--- src/rtl/mem_bus_arbiter.sv ---
// mem_bus_arbiter: shares one single-pulse-enable memory bus between the I and D cache miss ports.
// Default build arbitrates round-robin; define MEM_ARB_DPRIO_EN to let D always win simultaneous requests.
module mem_bus_arbiter #(
    parameter int AW = 32,
    parameter int DW = 32
) (
    input  logic            clk,
    input  logic            reset,
    input  logic            i_en,
    input  logic [AW-1:0]   i_address,
    output logic            i_wait,
    input  logic            d_en,
    input  logic            d_wren,
    input  logic [AW-1:0]   d_address,
    input  logic [DW-1:0]   d_writedata,
    input  logic [DW/8-1:0] d_byteen,
    output logic [DW-1:0]   d_readdata,
    output logic            d_wait,
    output logic            mem_en,
    output logic            mem_wren,
    output logic [AW-1:0]   mem_address,
    output logic [DW-1:0]   mem_writedata,
    output logic [DW/8-1:0] mem_byteen,
    input  logic [DW-1:0]   mem_readdata,
    input  logic            mem_wait,
    output logic            mem_grant_d
);
    typedef enum logic [1:0] {IDLE, ISSUE, WAIT, DONE} state_t;
    state_t state, state_nxt;
    logic take, pick_d, grant_d, cmd_wren;
    logic [AW-1:0] cmd_address;
    logic [DW-1:0] cmd_writedata, rd_q;
    logic [DW/8-1:0] cmd_byteen;
    assign take = (state == IDLE) & (i_en | d_en);
`ifdef MEM_ARB_DPRIO_EN
    assign pick_d = d_en;
`else
    logic last_d;
    assign pick_d = d_en & (~i_en | ~last_d);
    // Remember the last winner so a tie goes to the other requester.
    always_ff @(posedge clk) begin
        if (reset) last_d <= 1'b0;
        else if (take) last_d <= pick_d;
    end
`endif
    // State register; reset abandons any in-flight transaction.
    always_ff @(posedge clk) begin
        if (reset) state <= IDLE;
        else state <= state_nxt;
    end
    // Next state: one ISSUE cycle, then wait for the memory to drop mem_wait.
    always_comb begin
        state_nxt = state;
        case (state)
            IDLE:  state_nxt = take ? ISSUE : IDLE;
            ISSUE: state_nxt = WAIT;
            WAIT:  state_nxt = mem_wait ? WAIT : DONE;
            DONE:  state_nxt = IDLE;
        endcase
    end
    // Latch the winning request; I fetches are full-word reads.
    always_ff @(posedge clk) begin
        if (reset) begin
            grant_d       <= 1'b0;
            cmd_wren      <= 1'b0;
            cmd_address   <= '0;
            cmd_writedata <= '0;
            cmd_byteen    <= '0;
        end else if (take) begin
            grant_d       <= pick_d;
            cmd_wren      <= pick_d & d_wren;
            cmd_address   <= pick_d ? d_address : i_address;
            cmd_writedata <= pick_d ? d_writedata : '0;
            cmd_byteen    <= pick_d ? d_byteen : '1;
        end
    end
    // Capture read data only for D reads as the memory completes.
    always_ff @(posedge clk) begin
        if (reset) rd_q <= '0;
        else if (state == WAIT && !mem_wait && grant_d && !cmd_wren) rd_q <= mem_readdata;
    end
    assign mem_en        = state == ISSUE;
    assign mem_wren      = cmd_wren;
    assign mem_address   = cmd_address;
    assign mem_writedata = cmd_writedata;
    assign mem_byteen    = cmd_byteen;
    assign mem_grant_d   = grant_d;
    assign d_readdata    = rd_q;
    assign i_wait        = i_en & ~(state == DONE & ~grant_d);
    assign d_wait        = d_en & ~(state == DONE & grant_d);
endmodule

--- config.mk ---
export PLATFORM = sky130hd
export DESIGN_NAME = mem_bus_arbiter
export DESIGN_NICKNAME = d
export VERILOG_FILES = /design/src/rtl/mem_bus_arbiter.sv
export SDC_FILE = /design/constraint.sdc
export NUM_CORES = 1
export LEC_CHECK = 0
export ABC_AREA = 1
export ABC_CLOCK_PERIOD_IN_PS = 1400
export BUFFER_PORTS_ARGS = -buffer_cell sky130_fd_sc_hd__buf_4
export CORE_AREA = 2 2 109 111
export DETAILED_ROUTE_END_ITERATION = 8
export DIE_AREA = 0 0 111 113
export PLACE_DENSITY = 0.78
export SYNTH_ARGS = -nofsm -noshare
export SYNTH_HDL_FRONTEND = slang
export SYNTH_SLANG_ARGS = --single-unit
export TNS_END_PERCENT = 5
--- constraint.sdc ---
create_clock -name clk -period 1.4 [get_ports clk]
set_input_delay 0.14 -clock clk [delete_from_list [all_inputs] [get_ports clk]]
set_output_delay 0.14 -clock clk [all_outputs]
set_load 0.005 [all_outputs]
# Word level (Yosys, flattened, before mapping)
# Index checks and enable logic that the tools add are counted.
[op_classes] addsub=0 mul=0 div_mod_pow=0 magnitude_cmp=0 n_eq_ne=3 n_shift=0 n_mux=6 bitwise_logic=13 n_reduce_logical=6
[ops] operator="2-to-1 mux 32 bit" n=2
[ops] operator="one-hot mux 2 bit (4 select lines)" n=1
[ops] operator="bitwise AND 1 bit" n=7
[ops] operator="equality test 2 bit, second input constant" n=2
[ops] operator="2-to-1 mux 4 bit" n=1
[ops] operator="NOT 1 bit" n=4
[ops] operator="logical AND 1 bit" n=3
[ops] operator="equality test 2 x 1 -> 1 bit, second input constant" n=1
[ops] operator="zero test 1 bit" n=2
[ops] operator="zero test 2 bit" n=1
[ops] operator="2-to-1 mux 1 bit" n=2
[ops] operator="OR 1 bit" n=2
[word_totals] reg_bits=104 latchBits=0 mem_bits_rw=0 romBits=0 output_inout_bits=105 n_memories=0

# Logic depth before layout (Yosys ltp)
# Gate-level depths: netlist (run 1).
[logic_depth] ltp_word=4 mapped_depth=10

# Least setup slack after synthesis (run 1)
# No wires, ideal clock.
[synth_path] kind="reg-to-reg" start="reg state[0]" end="reg cmd_address[31] (netlist: mem_address[31])" setup_ns=0.117 t_arrival_ns=1.311 slack_ns=-0.028 stages_incl_launch_ff=10 synth_period_minus_slack_ns=1.428 cell_sequence="dfxtp_1 > inv_1 > ha_1 > buf_4 > inv_2 > nor2_4 > buf_6 > buf_4 > o21ai_0 > nor2_1"
[synth_between] elab_chain_len=2
[synth_lines] element="from (decl)" line_no="29" text="state_t state, state_nxt;"
[synth_lines] element="from (signal assigned)" line_no="49" text="else state <= state_nxt;"
[synth_lines] element="zero test 2 bit" line_no="34" text="assign take = (state == IDLE) & (i_en | d_en);"
[synth_lines] element="bitwise AND 1 bit" line_no="34"
[synth_lines] element="to (signal assigned)" line_no="72" text="cmd_address <= pick_d ? d_address : i_address;"
[synth_lines] element="to (decl)" line_no="31" text="logic [AW-1:0] cmd_address;"
# No other way between the ends.
# A chain may end at the register's enable or synchronous reset.

# Worst setup path after layout (run 1)
[layout_path] start="reg state[1]" end="reg cmd_address[23] (netlist: mem_address[23])"
# The elaborated chain is that of the path after synthesis.

==> key figures, run 1 <==
Timing
  • Normalized max-slew margin: 73.54%
  • # setup viols final: 0
  • Clock Skew: 0.007157 ns
  • Tmin final: 1.382 ns
  • RSZ-0062 raised after global routing: yes
  • Worst Max-Slew Pin Slew: 0.3969 ns
  • Fin crit share: 98.74%
  • Final Max Tran Viols: 0
  • Hold Vio Cnt, Final: 0
  • Hold slack: 0.03309 ns
  • Fmax: 723.4 MHz

Layout
  • Area delta synth->final: 56.91%
  • Diode count: 0
  • Layout Cells excl Fill: ~1000
  • Layout cells sized above 1: around a third
  • Final #Nets: 1020

Setup path
  • Worst setup SP type: flop
  • Reg-to-Reg End: mem_address[23]
  • WS Path Type: reg -> reg
  • Worst setup endpoint: mem_address[23]
  • WP data required: 1.63 ns
  • Register-to-register setup slack: 0.02 ns
  • CP arrival: about 1.6 ns
  • R2R depth: 8
  • CP Max Fanout: 14
  • Setup crit end kind: flop
  • CP Launch Point: state[1]
  • Worst reg2reg startpoint: state[1]

Synthesis
  • Commonest cells post-synth: nor2_1, nand2_1, dfxtp_1, inv_1, a21oi_1
  • Mapped cell area: 4547 um2
  • Yosys reg bits: 104
  • Net Count, Synth: 784
  • Yosys top cell by area: dfxtp_1
  • Post-synth top flop: dfxtp_1
  • Share of the synthesized area in the top cell type: between 40% and 50%
  • Synth Warn #: 0
  • Syn Inst Count: 642
  • Synth Area per Inst: 7.082 um2
  • Register area share after synthesis: 45.79%
  • Post-synth EDFFs: 0
  • Unique masters post-synth: 23
  • Asr flop ratio synth: 0%
  • Most area-consuming cells after synthesis: dfxtp_1, nor2_1, nand2_1
  • Top-count cell post-synth: nor2_1

Placement
  • DP Cell Count: 1000
  • Port buffer count: about 240
  • Gpl congestion: 0.8152
  • Post-detail-place hpwl: between 9000 and 10000 um

Floorplanning
  • Die span in y: between 100 and 150 um
  • Initial Utilization: 40.34%
  • Top-Level Pins: ~240
  • CORE AREA: roughly 11000 um2
  • Row Count: 39
  • Die ar.: 12540 um2
  • Die width: 111 um

GRT
  • GRT overflow: 0
  • Initial antenna violation count: 0
  • First-pass GRT wire length: 22020 um
  • GRT Total Usage: roughly a fifth
  • Largest net degree at the start of global routing: 55
  • Vias in the first global route: approximately 4500

Clocking
  • TritonCTS clock tree: yes
  • Post-CTS Hold Buffers: 0
  • Max Buffers Root-to-Sink: 2
  • CTS HTree Levels: 3
  • Worst skew pair latency: 0.34 ns
  • Num CTS Buffers: 9
  • Clock Pin Slew Worst Setup and Hold Paths: roughly 0.070 ns
  • CTS sink cnt: ~100
  • Root Driver: clkbuf_16

Power and ir drop
  • Total power: 8.656 mW
  • Peak VDD IR: 0.0006229 V
  • Pwr/cell area: around 1200 nW/um2
  • LEAKAGE: 3.502 nW

Min path
  • Worst Hold Class: in -> reg
  • Min-Delay Startpoint: d_byteen[1]

Drt
  • Drt via density: between 4 and 5
  • DRT iter0 DRCs: 356
  • DR vias: 4966
  • Initial DRT Pass Iterations: 6
  • Routed WL: between 10000 and 15000 um
  • DRC Markers: 0
  • Routed len/inst: 14.29 um
  • Post-route ant nets: 0

Flow run
  • MaxCap Viol Count: 0

Status
  • Result of the run: finished, final reports clean
==> cell type report <==
type | count | area (um2)
clock inverters | 5 | 78.83
flip-flops and latches | 104 | 2088
repair buffers | 273 | 2282
well taps | 143 | 178.9
clock buffers | 11 | 242.7
inverters | 39 | 148.9
fillers | 1035 | 4138
multi-input cells | 451 | 2115
==> registers in the layout, indices dropped and copies added, names as in the netlist <==
name	cells
mem_address	32
mem_writedata	32
state	2
d_readdata	32
mem_wren	1
mem_byteen	4
mem_grant_d	1
==> stage by stage <==
step	setup WS, ns	setup TNS, ns	instance area, um2	util [%]
floorplan	-0.02797	-0.05593	4547	-
global placement	0.0004642	0	6523	57.86
detailed placement	-0.03638	-0.6164	6523	57.86
CTS	-0.01340	-0.01847	6890	61.13
global route	-0.04362	-0.9874	7134	63.29
finish	0.01759	0	7134	63.29
==> worst min-delay path by stage <==
stage               slack, ns       endpoint  cells after the start
global route             0.05  mem_byteen[1]                      3
detailed placement       0.37  mem_byteen[1]                      3
finish                   0.03  mem_byteen[1]                      3
floorplan                0.27  mem_byteen[0]                      2
CTS                      0.03  mem_byteen[1]                      3
global placement         0.38  mem_byteen[1]                      3
==> routing by layer <==
metal / global-route usage (%) / up-vias / share of wire [%]
met4: 7.417 / 0 / 1.9
met5: 0 / - / 0
met1: 27.20 / 2242 / 42
met3: 5.945 / 21 / 8.7
met2: 34.81 / 199 / 47
li1: - / 2504 / -
==> critical path: stages (launching register included) <==
cell	delay [ns]
dfxtp_4	0.38
inv_4	0.05
ha_4	0.16
inv_2	0.08
nor2_4	0.05
buf_12	0.15
clkbuf_16	0.17
o21ai_0	0.16
nor2_1	0.07
==> placed cells by master, fill, tap and decap left out, types with 4 or more instances in the layout <==
| cell | Yosys | final |
|---|---|---|
| buf_4 | 7 | 252 |
| nor2_1 | 170 | 169 |
| nand2_1 | 131 | 130 |
| dfxtp_1 | 104 | 101 |
| inv_1 | 37 | 34 |
| a21oi_1 | 35 | 34 |
| nand4_1 | 33 | 33 |
| nand3b_1 | 32 | 32 |
| o21ai_0 | 32 | 24 |
| clkbuf_16 | 0 | 14 |
| o21ai_1 | 4 | 12 |
| buf_12 | 0 | 7 |
| buf_6 | 4 | 6 |
| inv_2 | 2 | 4 |
==> report_power, final <==
part           leakage, nW  total [mW]  switching (mW)  internal [mW]
Clock                0.160        2.75            1.13           1.62
Combinational         2.49        2.48            1.17           1.31
Sequential           0.853        3.43           0.167           3.26
Total                 3.50        8.66            2.47           6.19
==> kinds of logic (layout without fill, tap and decap cells) <==
group | after synthesis | in the layout | synth area share, %
compound gates | 74 | 74 | 8.503
simple gates | 373 | 373 | 35.83
fa+ha+maj | 4 | 4 | 1.101
buf+inv | 87 | 328 | 8.778
flops | 104 | 104 | 45.79
==> what timing repair did <==
| action | in CTS | in global routing |
|---|---|---|
| endpoints found under the setup margin | 39 | 96 |
| setup buffers | 1 | 1 |
| gates resized for setup | 6 | 31 |
| pin swaps | 4 | 6 |
| gates cloned | 1 | 7 |
No activity file was read; power rests on OpenSTA's default activity.
==> inputs of run 2 (changes only) <==
Settings changed: ABC_CLOCK_PERIOD_IN_PS 1400 to 1700, CELL_PAD_IN_SITES_DETAIL_PLACEMENT set to 2, CELL_PAD_IN_SITES_GLOBAL_PLACEMENT set to 2, CORE_AREA 2 2 109 111 to 2 2 141 143, DIE_AREA 0 0 111 113 to 0 0 143 145, PLACE_DENSITY 0.78 to 0.85.
Clock period 1.4 ns to 1.7 ns, I/O delays scaled along.
==> key figures, run 2 (synthesis gave the netlist of run 1 again) <==
Timing
  • Hold Vio Cnt, Final: 0
  • Worst setup margin: 0.2074 ns
  • Clock Skew: between 0.01 and 0.015 ns
  • Fmax: 670.0 MHz
  • Final Max Tran Viols: 0
  • # setup viols final: 0
  • RSZ-0062 raised after global routing: no
  • Hold slack: around 0.052 ns
  • Fin crit share: 87.80%
  • Normalized max-slew margin: 73.02%
  • Tmin final: 1.493 ns
  • Worst Max-Slew Pin Slew: 0.4047 ns
  • Setup TNS: 0 ns

Setup path
  • Worst setup SP type: flop
  • CP most frequent cell: nor2_1
  • CP Max Fanout: 68
  • Setup crit end kind: flop
  • Crit-path slowest cell: dfxtp_1
  • CP arrival: 1.73 ns
  • Crit-path cells: inv_1, ha_1, inv_2, nor2_4, buf_12, nand2_1, nor2_1, nor2_1
  • WS Path Type: reg -> reg
  • WP data required: 1.93 ns
  • Critical path's largest stage delay: roughly 0.33 ns

Placement
  • Post-Place Worst Slack: roughly 0.18 ns
  • DP Cell Count: 1119
  • Port buffer count: ~240
  • Post-detail-place hpwl: 12820 um
  • Gpl congestion: 0.7106
  • Placed instance area: 6640 um2

Floorplanning
  • CORE AREA: 19210 um2
  • Die ar.: 20740 um2
  • Initial Utilization: 23.67%
  • Row Count: about 50
  • Top-Level Pins: 243
  • Die width: 143 um
  • Die span in y: 145 um

GRT
  • GRT Total Usage: 16.81%
  • GRT overflow: 0
  • Vias in the first global route: 5530
  • Largest net degree at the start of global routing: 69
  • First-pass GRT wire length: 28020 um
  • Initial antenna violation count: 0

Layout
  • Multi-input gate area: between 2000 and 2500 um2
  • Final #Nets: 1007
  • Design area: 6910 um2
  • Area delta synth->final: 51.98%
  • Most frequent cells in the layout: buf_4, nor2_1, nand2_1, dfxtp_1, inv_1
  • Layout Cells excl Fill: around 1100
  • Seq. cell area: 2082 um2
  • Filler cells: 2300
  • Leading cell type in the layout, fill and taps excluded: buf_4
  • Diode count: 0
  • Layout cells sized above 1: 32.60%

Clocking
  • CTS HTree Levels: 3
  • Worst skew pair latency: 0.35 ns
  • Clock Pin Slew Worst Setup and Hold Paths: ~0.070 ns
  • Num CTS Buffers: 9
  • Max Buffers Root-to-Sink: 2
  • CTS sink cnt: 104
  • Root Driver: clkbuf_16
  • TritonCTS clock tree: yes
  • Post-CTS Hold Buffers: 0
  • Quantity of gates resized following cts: 0
  • Setup Buffers After CTS: 0

Status
  • Result of the run: finished, final reports clean

Drt
  • Routed len/inst: 15.33 um
  • DRC Markers: 0
  • Initial DRT Pass Iterations: 4
  • DR vias: 5076
  • Routed WL: 17370 um
  • DRT iter0 DRCs: ~160
  • Drt via density: roughly 4.5
  • Post-route ant nets: 0

Flow run
  • MaxCap Viol Count: 0

Power and ir drop
  • Pwr/cell area: 949.7 nW/um2
  • Peak VDD IR: between 0.0005 and 0.0006 V
  • LEAKAGE: roughly 3.3 nW

Min path
  • Worst Hold Class: in -> reg
[run 2: final timing paths]
path,startpoint,endpoint,slack [ns],cells past startpoint
worst max register to register,state[0],mem_address[23],0.21,8
worst max-delay path,state[0],mem_address[23],0.21,8
worst min register to register,mem_writedata[12],mem_writedata[12],0.46,2
worst min-delay path,d_byteen[2],mem_byteen[2],0.05,3
[run 2: final cells by class]
| cell class | instances | share of cell area (%) |
|---|---|---|
| clock buffers | 10 | 3.458 |
| clock inverters | 4 | 0.4527 |
| inverters | 39 | 2.118 |
| multi-input cells | 451 | 29.89 |
| flip-flops and latches | 104 | 30.13 |
| well taps | 265 | 4.798 |
| repair buffers | 260 | 29.15 |
[run 2: worst max-delay path, delay by kind of cell (launching register included)]
family                   cells  cell delay (ns)
buffers and inverters        3             0.39
flip-flops                   1             0.33
adder cells (fa/ha/maj)      1             0.21
AND/OR/NAND/NOR              4             0.39
[run 2: metrics by stage]
step           total power, mW  util [%]
2_1_floorplan            3.705         -
3_3_place_gp             4.613     34.57
3_5_place_dp             4.667     34.57
4_1_cts                  6.714     35.98
5_1_grt                  7.007     35.98
6_report                 6.563     35.98
[run 2: layer usage]
metal / GRT usage (%) / vias to the layer above / part of all wire [%]
met3: 4.785 / 16 / 7.2
met2: 29.16 / 149 / 48
li1: - / 2471 / -
met5: 0 / - / 0
met1: 19.77 / 2440 / 43
met4: 5.446 / 0 / 1.7
[run 2: report_power, final]
group	internal [mW]	switching (mW)
Clock	1.02	0.965
Combinational	0.842	0.911
Sequential	2.68	0.138
Total	4.55	2.01
